--- src/rtl/byte_striping_tx_param.sv ---
// Transmit-side byte striper: distributes valid words round-robin over LANES lanes
// and emits each completed (or flushed, PAD-filled) group as a one-cycle strobe.
module byte_striping_tx_param #(
   parameter int                DATA_W = 8,
   parameter int                LANES  = 4,
   parameter logic [DATA_W-1:0] PAD    = 8'hBC,
   parameter int                CNT_W  = 16
) (
   input  logic                       clk,
   input  logic                       reset,
   input  logic                       valid,
   input  logic [DATA_W-1:0]          data,
   input  logic                       flush,
   output logic [LANES*DATA_W-1:0]    data_out,
   output logic                       valid_out,
   output logic [LANES-1:0]           lane_mask,
   output logic [$clog2(LANES)-1:0]   lane_ptr,
   output logic [CNT_W-1:0]           group_count
);

   localparam int              PTR_W = $clog2(LANES);
   localparam logic [PTR_W-1:0] LAST = PTR_W'(LANES - 1);

   typedef enum logic {EMPTY, FILLING} state_t;

   state_t                         state;
   logic [LANES-1:0][DATA_W-1:0]   stage;
   logic [LANES-1:0][DATA_W-1:0]   stage_nxt;
   logic [LANES-1:0][DATA_W-1:0]   group_nxt;
   logic [LANES-1:0]               mask;
   logic [LANES-1:0]               mask_nxt;
   logic                           full;
   logic                           emit;

   // The incoming word is folded in first, so a flush in the same cycle sees it.
   always_comb begin
      stage_nxt = stage;
      mask_nxt  = mask;
      if (valid) begin
         stage_nxt[lane_ptr] = data;
         mask_nxt[lane_ptr]  = 1'b1;
      end
      for (int i = 0; i < LANES; i++) begin
         group_nxt[i] = mask_nxt[i] ? stage_nxt[i] : PAD;
      end
      full = valid && (lane_ptr == LAST);
      emit = full || (flush && (valid || (state == FILLING)));
   end

   always_ff @(posedge clk) begin
      if (reset) begin
         state       <= EMPTY;
         stage       <= '0;
         mask        <= '0;
         lane_ptr    <= '0;
         data_out    <= '0;
         lane_mask   <= '0;
         valid_out   <= 1'b0;
         group_count <= '0;
      end else begin
         valid_out <= 1'b0;
         if (emit) begin
            data_out    <= group_nxt;
            lane_mask   <= mask_nxt;
            valid_out   <= 1'b1;
            group_count <= group_count + CNT_W'(1);
            stage       <= '0;
            mask        <= '0;
            lane_ptr    <= '0;
            state       <= EMPTY;
         end else if (valid) begin
            stage    <= stage_nxt;
            mask     <= mask_nxt;
            lane_ptr <= lane_ptr + PTR_W'(1);
            state    <= FILLING;
         end
      end
   end

endmodule
--- config.mk ---
export PLATFORM = sky130hd
export DESIGN_NAME = byte_striping_tx_param
export DESIGN_NICKNAME = d
export VERILOG_FILES = /design/src/rtl/byte_striping_tx_param.sv
export SDC_FILE = /design/constraint.sdc
export NUM_CORES = 1
export LEC_CHECK = 0
export CAP_MARGIN = 20
export CORE_UTILIZATION = 45
export CTS_CLUSTER_SIZE = 25
export DETAILED_ROUTE_END_ITERATION = 16
export PLACE_DENSITY_LB_ADDON = 0.2
export RECOVER_POWER = 25
export SKIP_CTS_REPAIR_TIMING = 1
export SLEW_MARGIN = 20
export SYNTH_ARGS = -nofsm -noshare
export SYNTH_HDL_FRONTEND = slang
export SYNTH_SLANG_ARGS = --single-unit
--- constraint.sdc ---
create_clock -name clk -period 3.45 [get_ports clk]
set_input_delay 0.345 -clock clk [delete_from_list [all_inputs] [get_ports clk]]
set_output_delay 0.345 -clock clk [all_outputs]
set_load 0.005 [all_outputs]
After elaboration in Yosys (flattened, before gate mapping)
Index checks and enable logic that the tools add are counted.
W data, S select, Z words.

storage, ports and cells
  logic and storage cells = 35
  bits of input ports = 12
  flip-flop bits (word level) = 92
  output and inout port bits = 55

cells by class
  reduce and logical (&&, ||, !) cells = 6
  mux-type cells = 12
  bitwise operators = 1
  order comparisons = 2
  eq/ne operators = 1
  add/subtract/negate cells = 2

operators with widths
  cell                     number
  $mux W8                  5
  $bwmux W32               1
  $mux W32                 1
  $add A16 B1 Y16 const B  1
  $demux W8 S2             1
  $mux W4                  1
  $or A4 B4 Y4             1
  $logic_and A1 B1 Y1      3
  $lt A2 B3 Y1 const B     1
  $add A2 B1 Y2 const B    1
  $demux W1 S2             1
  $eq A2 B2 Y1 const B     1
  $ge A2 B1 Y1 const B     1
  $logic_or A1 B1 Y1       2
  $mux W1                  2
  $reduce_or A2 Y1         1

Depth between registers and ports, before layout
Gate-level depths: netlist (run 1).

  depth in word-level cells = 7
  gate-level depth with buffers = 7
  mapped depth without buffers = 6

Worst setup path before layout (run 1)
Ideal clock, no wire load.

  kind = register to register
  start point = reg lane_ptr[0]
  end point = reg group_count[15]
  setup time = 70 ps
  period minus slack after synthesis = 1938 ps
  buffers on the path = 0
  setup slack = 1512 ps
  data arrival time = 1868 ps
  required time = 3380 ps
  stages on the path, launching flop included = 6
  path through = dfxtp_1 -> ha_1 -> nor2_1 -> or4_4 -> or4_1 -> a21oi_1

between the ends
  word-level cells in the longest chain between the ends = 3

RTL lines
  element                 line  RTL
  start, declared         17    output logic [$clog2(LANES)-1:0] lane_ptr,
  start signal, assigned  74    lane_ptr <= lane_ptr + PTR_W'(1);
  $eq A2 B2 Y1            46    full = valid && (lane_ptr == LAST);
  $logic_and A1 B1 Y1     46
  $logic_or A1 B1 Y1      47    emit = full || (flush && (valid || (state == FILLING)));
  end signal, assigned    66    group_count <= group_count + CNT_W'(1);
  end, declared           18    output logic [CNT_W-1:0] group_count

Every way passes these cells.
A chain may end at the register's enable or synchronous reset.

Worst setup path in the final report (run 1)
  start point = in valid
  end point = reg stage[25] (netlist bit)

between the ends
  word-level cells in the longest chain between the ends = 4
  elaborated cells on any way between the ends = 6
  those cells by class = 1 x mux; 5 x reduce/logical

RTL lines
  element                     line  RTL
  start, declared             11    input logic valid,
  $logic_or A1 B1 Y1          47
  $logic_and A1 B1 Y1         47
  $logic_or A1 B1 Y1          47
  $reduce_or A2 Y1 (no line)  -
  end signal, assigned        72    stage <= stage_nxt;
  end, declared               27    logic [LANES-1:0][DATA_W-1:0] stage;

Several ways; a longest one is shown, not always the timed one.

==> flow_summary.ini, run 1 <==
[routing]
drt_iter0_markers = 136
wire_per_inst_um = 14.6
dr.pass1.iters = 4
vias = 2677
wl_um = 7570
vias_per_cell = 5.16
drc = 0
drtAntennaViolNets = 0

[cells_and_area]
nNetsFinal = 438
fill_cells = 665
final_cell_mix = 92 x dfxtp_1, 74 x nor2_1, 36 x dlygate4sd3_1
areaGrowthSynthToFinish_pct = 27.3
fin_util_pct = 59.3
fin_cells = 519
layout-drive-gt1-share_pct = 6.43
layout_commonest_cell = dfxtp_1
diodes = 0

[floorplan]
dieWidth_um = 88.6
die_h_um = 88.6
num_io_pins = 67
rows = 31
initial_utilization_pct = 46.6
core_um2 = 7250
dieArea_um2 = 7860

[logic_synthesis]
async_flop_share_pct = 0
synth_nets = 370
avgSynthCellArea_um2 = 9.68
yosysUniqueCellTypes = 34
ys_seq_area_share_pct = 54.5
synth_area_um2 = 3380
synthFlopType = dfxtp_1
synthCells = 349
synth_warnings = 0
ys_ff_latch = 92
synth_edf_count = 0

[sta]
hold_viol_final = 0
slew_headroom_pct = 45.0
finClkSkew_ns = 0.00531
period_needed_ns = 2.33
finalSetupTns_ns = 0
rsz0062_at_grt = no
fin_crit_sh_pct = 67.5
slew_violations = 0
worst_slack_ns = 1.12
max_freq_mhz = 429
worst_pin_slew_ns = 0.818
finalSetupViolCount = 0

[setup_path]
worstReg2RegStart = lane_ptr[0]
crit_start = valid
cp-start-kind = input pin
end_kind = flip-flop
cp.arrival_ns = 2.61
path_depth = 5
required_ns = 3.73
path_buf_inv = 1
path_class = in2reg
worstRegToRegCells = 5
cp_slowest_cell = clkdlybuf4s50_1
crit_chain = clkdlybuf4s50_1 -> a21oi_2 -> nor2_1 -> or2_2 -> nor2_1
critical_path.top_delay_family = simple AND/OR/NAND/NOR gates
cp_common_cell = nor2_1
critPathMaxStageDelay_ns = 0.66
cp_max_fo = 39

[grt]
overflow = 0
grt_max_degree = 40
gr-usage-all-layers_pct = 20.6
grt_pass1_wl_um = 12000
grt_pass1_vias = 2388
grt_antenna_before_repair = 0

[hold_path]
hold_path_class = reg2reg
hold_depth = 2
min_from = lane_mask[1]

[clock_tree]
clock_latency_ns = 0.35
cts_sinks = 92
htree_levels = 3
cts_buffer_depth = 2
cts-root-buf = clkbuf_8
clkTransAtPathRegs_ns = 0.08
cts_inserted_buffers = 9
cts_tree = yes

[run]
maxCapViolations = 0

[power_and_ir_drop]
power_density_nw_per_um2 = 445
vdd_ir_drop_max_mv = 0.268
finalPower_mw = 1.91
p_leak_nw = 1.83

[placement]
globalplace.congestion = 0.751
hpwl_um = 5110
placed_cells = 505
io_buffers = 66
place_ws_ns = 0.772

[status]
status = complete, no violations
layer usage:
metal / vias to the layer above / wire, um / GRT usage [%]
met4: 0 / 119 / 9.82
li1: 1326 / - / -
met2: 62 / 3610 / 33.3
met1: 1280 / 3500 / 26.7
met3: 9 / 333 / 3.92
met5: - / 0 / 0
final cells by class:
cell class              instances  area (um2)  share of cell area, %
clock buffers                  12         135                   3.14
multi-input cells             239        1470                   34.1
clock inverters                 2        13.8                  0.320
well taps                      99         124                   2.88
inverters                       3        11.3                  0.262
repair buffers                 72         706                   16.4
flip-flops and latches         92        1840                   42.9
where the power goes:
part | internal, mW | total, mW | switching [mW]
combinational | 0.0880 | 0.189 | 0.101
clock | 0.255 | 0.607 | 0.351
sequential | 1.10 | 1.12 | 0.0211
total | 1.44 | 1.91 | 0.473
path summary, 6_finish.rpt:
kind / to / slack [ns]
setup reg to reg: stage[25] / 1.13
hold reg to reg: lane_mask[1] / 0.44
setup / recovery: stage[25] / 1.12
hold / removal: lane_mask[1] / 0.44
worst reg2reg max path, cell delays in order, from the launching register on:
cell and delay, ns:
dfxtp_1 0.40, ha_1 0.27, nor2_1 0.60, nor2_1 0.13
or2_2 0.62, nor2_1 0.23
sequential cells by signal, summed over array words and instances, names as in the netlist:
signal / count
lane_ptr: 2
stage: 32
mask: 4
state: 1
lane_mask: 4
valid_out: 1
data_out: 32
group_count: 16
cell usage after synthesis (all sizes together) (4+ instances only):
master	n	area (um2)
xnor2	10	87.6
a21oi	11	58.8
or3	4	28.8
nor3	6	30.0
nand2b	5	31.3
dfxtp	92	1840
ha	9	113
a211oi	20	150
nor2	74	278
mux2i	33	330
o21ai	16	80.1
clkbuf	13	48.8
nand2	29	109
through the flow:
step | hold WS (ns) | instance area (um2)
5_1_grt | 0.466 | 4300
3_3_place_gp | 0.434 | 4150
4_1_cts | 0.446 | 4300
3_5_place_dp | 0.433 | 4150
2_1_floorplan | 0.424 | 3380
6_report | 0.438 | 4300
cell families after synthesis:
group | synth area share, %
AOI/OAI and AO/OA | 9.56
xor gates and xnor gates | 2.59
adders and majority gates | 3.33
buffers and inverters | 2.04
DFF | 54.5
muxes | 10.1
and+or+nand+nor | 17.8
No activity file was read; power rests on OpenSTA's default activity.
==> run 2: changes to the inputs <==
==> constraint.sdc (replaced) <==
create_clock -name clk -period 2.1 [get_ports clk]
set_input_delay 0.21 -clock clk [delete_from_list [all_inputs] [get_ports clk]]
set_output_delay 0.21 -clock clk [all_outputs]
set_load 0.005 [all_outputs]
==> flow_summary.ini, run 2 (synthesized netlist as in run 1, its figures left out) <==
[status]
status = complete, no violations

[routing]
wl_um = 7310
drt_iter0_markers = 122
wire_per_inst_um = 13.8
drtAntennaViolNets = 0
dr.pass1.iters = 4
drc = 0
vias = 2695
vias_per_cell = 5.08

[clock_tree]
clkTransAtPathRegs_ns = 0.09
htree_levels = 3
clock_latency_ns = 0.34
cts_inserted_buffers = 9
cts_tree = yes
cts-root-buf = clkbuf_8
cts_sinks = 92
cts_buffer_depth = 2

[grt]
grt_use_met1_pct = 26.8
overflow = 0
grt_antenna_before_repair = 0
grt_pass1_wl_um = 11900
busiest_layer = met2
met3_usage_pct = 3.64
grt_pass1_vias = 2429
grt_max_degree = 40
use_met2_pct = 32.7
gr-usage-all-layers_pct = 20.2

[power_and_ir_drop]
power_density_nw_per_um2 = 784
vdd_ir_drop_max_mv = 0.409
internal_power_mw = 2.67
p_leak_nw = 1.91
p_sw_mw = 0.818
p_clk_share_pct = 38.3
pwr-share-comb_pct = 9.3
seqPwrFrac_pct = 52.5
switching_share_pct = 23.4

[sta]
finalSetupViolCount = 0
max_freq_mhz = 523
hold_viol_final = 0
finalSetupTns_ns = 0
slew_headroom_pct = 49.8
finClkSkew_ns = 0.00784
worst_pin_slew_ns = 0.753
rsz0062_at_grt = no
fin_crit_sh_pct = 91.1
period_needed_ns = 1.91
slew_violations = 0

[placement]
placed_cell_area_um2 = 4220
globalplace.congestion = 0.898
hpwl_um = 5110
io_buffers = 66

[setup_path]
cp-start-kind = flip-flop
r2r-end = group_count[15]
cp_max_fo = 6
crit_chain = ha_1 -> nor2_1 -> or4_4 -> or4_1 -> a21oi_1
end_kind = flip-flop
crit_start = lane_ptr[0]
cp.arrival_ns = 2.20
path_class = reg2reg
reg2reg_slack_ns = 0.19
critPathMaxStageDelay_ns = 0.57
worstReg2RegStart = lane_ptr[0]
cp_slowest_cell = or4_4
worstRegToRegCells = 5
required_ns = 2.38

[floorplan]
num_io_pins = 67
core_um2 = 7250
dieArea_um2 = 7860
die_h_um = 88.6
dieWidth_um = 88.6
initial_utilization_pct = 46.6
rows = 31

[run]
maxCapViolations = 0

[cells_and_area]
reg.largest.list = data_out (32), stage (32), group_count (16)
design_area_um2 = 4450
layout_commonest_cell = dfxtp_1
final_cell_mix = 92 x dfxtp_1, 74 x nor2_1, 35 x dlygate4sd3_1
fill_cells = 635
nNetsFinal = 447
areaGrowthSynthToFinish_pct = 31.8
layout-drive-gt1-share_pct = 9.51
diodes = 0

[hold_path]
min_from = lane_mask[3]
min_delay_worst_endpoint = lane_mask[3]
hold_depth = 2
hold_path_class = reg2reg
==> run 2: cell count changes in the layout (fill, tap and decap cells not counted), sizes merged <==
cell / change
buf: +9
bufinv: +2
clkbuf: -2
clkdlybuf4s50: +1
clkinvlp: +1
dlygate4sd3: -1
inv: +1
==> run 2: power by group through the flow <==
stage	registers [mW]	clock network, mW	logic, mW
2_1_floorplan	1.88	0	0.161
3_3_place_gp	1.87	0	0.333
3_5_place_dp	1.87	0	0.336
4_1_cts	1.83	1.36	0.339
5_1_grt	1.84	1.43	0.361
6_report	1.83	1.34	0.324
==> run 2: area by class of cell <==
| type | instances | area (um2) | share of cell area, % |
|---|---|---|---|
| clock inverters | 6 | 96.3 | 2.16 |
| flip-flops and latches | 92 | 1840 | 41.4 |
| multi-input cells | 239 | 1470 | 32.9 |
| clock buffers | 10 | 138 | 3.09 |
| repair buffers | 81 | 773 | 17.4 |
| well taps | 99 | 124 | 2.78 |
| inverters | 3 | 11.3 | 0.253 |
==> run 2: worst max path at each step <==
stage	to	slack, ns	cells past startpoint
2_1_floorplan	group_count[15]	0.16	5
5_1_grt	stage[19]	0.04	6
4_1_cts	group_count[15]	0.18	5
3_3_place_gp	group_count[15]	0.05	5
3_5_place_dp	group_count[15]	0.02	5
6_report	group_count[15]	0.19	5
==> run 2: worst max-delay path: cells and delay by family, from the launching register on <==
family          cells  cell delay, ns
simple gates        3            1.13
flops               1            0.34
fa+ha+maj           1            0.22
compound gates      1            0.15
==> run 2: through the flow <==
stage / util [%] / hold WS, ns / power (mW) / std cells / worst slack [ns]
2_1_floorplan: - / 0.361 / 2.04 / 349 / 0.162
3_3_place_gp: 58.1 / 0.432 / 2.21 / 514 / 0.0492
3_5_place_dp: 58.1 / 0.437 / 2.21 / 514 / 0.0152
4_1_cts: 61.4 / 0.452 / 3.53 / 530 / 0.177
5_1_grt: 61.4 / 0.469 / 3.63 / 530 / 0.0413
6_report: 61.4 / 0.447 / 3.49 / 530 / 0.187
==> run 2: metal layers <==
| layer | up-vias | share of wire (%) |
|---|---|---|
| li1 | 1341 | - |
| met5 | - | 0 |
| met4 | 0 | 1.5 |
| met3 | 9 | 3.6 |
| met2 | 58 | 47 |
| met1 | 1287 | 48 |
==> run 3: changes to the inputs <==
==> constraint.sdc (replaced) <==
create_clock -name clk -period 2.38 [get_ports clk]
set_input_delay 0.238 -clock clk [delete_from_list [all_inputs] [get_ports clk]]
set_output_delay 0.238 -clock clk [all_outputs]
set_load 0.005 [all_outputs]
==> flow_summary.ini, run 3 (synthesized netlist as in run 1, its figures left out) <==
[placement]
placed_cells = 509
io_buffers = 66
hpwl_um = 5080
globalplace.congestion = 0.866

[clock_tree]
cts_tree = yes
clkTransAtPathRegs_ns = 0.09
htree_levels = 3
cts_buffer_depth = 2
cts_inserted_buffers = 9
cts_sinks = 92
clock_latency_ns = 0.35
cts-root-buf = clkbuf_8

[routing]
dr.pass1.iters = 4
vias = 2704
drt_iter0_markers = 134
wire_per_inst_um = 14.2
drc = 0
wl_um = 7460
drtAntennaViolNets = 0
vias_per_cell = 5.16

[floorplan]
rows = 31
dieArea_um2 = 7860
initial_utilization_pct = 46.6
num_io_pins = 67
die_h_um = 88.6
dieWidth_um = 88.6
core_um2 = 7250

[setup_path]
cp_slowest_cell = or4_4
path_buf_inv = 0
critical_path.top_delay_family = simple AND/OR/NAND/NOR gates
required_ns = 2.67
cp.arrival_ns = 2.40
cp-start-kind = flip-flop
cp_max_fo = 7
end_kind = flip-flop
path_class = reg2reg
worstRegToRegCells = 5
worstReg2RegStart = lane_ptr[0]
r2r-end = group_count[15]
reg2reg_slack_ns = 0.27
crit_chain = ha_1 -> nor2_1 -> or4_4 -> or4_1 -> a21oi_1
critPathMaxStageDelay_ns = 0.58

[hold_path]
min_delay_worst_endpoint = lane_mask[3]
hold_depth = 2
min_from = lane_mask[3]
hold_path_class = reg2reg

[power_and_ir_drop]
p_clk_share_pct = 38.2
seqPwrFrac_pct = 52.8
internal_power_mw = 2.37
p_sw_mw = 0.699
vdd_ir_drop_max_mv = 0.392
p_leak_nw = 1.88
power_density_nw_per_um2 = 697
pwr-share-comb_pct = 9.1
switching_share_pct = 22.8

[sta]
slew_violations = 0
rsz0062_at_grt = no
finClkSkew_ns = 0.00894
period_needed_ns = 2.11
finalSetupTns_ns = 0
fin_crit_sh_pct = 88.6
finalSetupViolCount = 0
slew_headroom_pct = 50.0
max_freq_mhz = 474
hold_viol_final = 0
worst_pin_slew_ns = 0.750

[cells_and_area]
layout_commonest_cell = dfxtp_1
fin_cells = 524
nNetsFinal = 442
layout-drive-gt1-share_pct = 8.00
reg.largest.list = data_out (32), stage (32), group_count (16)
diodes = 0
areaGrowthSynthToFinish_pct = 30.4
final_cell_mix = 92 x dfxtp_1, 74 x nor2_1, 35 x dlygate4sd3_1
fill_cells = 662

[grt]
grt_max_degree = 40
overflow = 0
grt_pass1_wl_um = 12300
gr-usage-all-layers_pct = 20.8
grt_pass1_vias = 2588
grt_antenna_before_repair = 0

[run]
maxCapViolations = 0

[status]
status = complete, no violations
## run 3: cell type report
cell class / instances / area, um2 / share of cell area (%)
clock buffers: 12 / 155 / 3.52
clock inverters: 3 / 68.8 / 1.56
inverters: 3 / 11.3 / 0.256
multi-input cells: 239 / 1470 / 33.3
flip-flops and latches: 92 / 1840 / 41.8
well taps: 99 / 124 / 2.81
repair buffers: 76 / 736 / 16.7
## run 3: worst max path at each step
stage | start | end | cells after the start
after floorplan | lane_ptr[0] | group_count[15] | 5
after global placement | flush | group_count[15] | 5
after detailed placement | flush | group_count[15] | 5
after CTS | lane_ptr[0] | group_count[15] | 5
after global routing | lane_ptr[0] | stage[30] | 6
final | lane_ptr[0] | group_count[15] | 5
## run 3: per-layer routing
layer,track usage (%),wire [um]
met4,8.06,142
met1,26.1,3460
met5,0,0
met3,5.32,356
met2,34.3,3500
## run 3: metrics by stage
step	instance area, um2	total power, mW	util (%)	hold slack [ns]	setup WS (ns)
3_3_place_gp	4180	1.94	57.6	0.432	0.306
5_1_grt	4400	3.20	60.7	0.466	0.146
3_5_place_dp	4180	1.95	57.6	0.433	0.259
6_report	4400	3.07	60.7	0.439	0.272
4_1_cts	4400	3.10	60.7	0.446	0.265
2_1_floorplan	3380	1.80	-	0.389	0.442
## run 3: tightest hold or removal path: cells and delay by family (launching register included)
family | cells | cell delay (ns)
and+or+nand+nor | 2 | 0.09
DFF | 1 | 0.31
## run 3: power groups by stage
stage | logic, mW | clock network (mW) | registers [mW]
finish | 0.278 | 1.17 | 1.62
global route | 0.310 | 1.26 | 1.63
CTS | 0.292 | 1.19 | 1.62
detailed placement | 0.290 | 0 | 1.66
global placement | 0.285 | 0 | 1.66
floorplan | 0.142 | 0 | 1.66
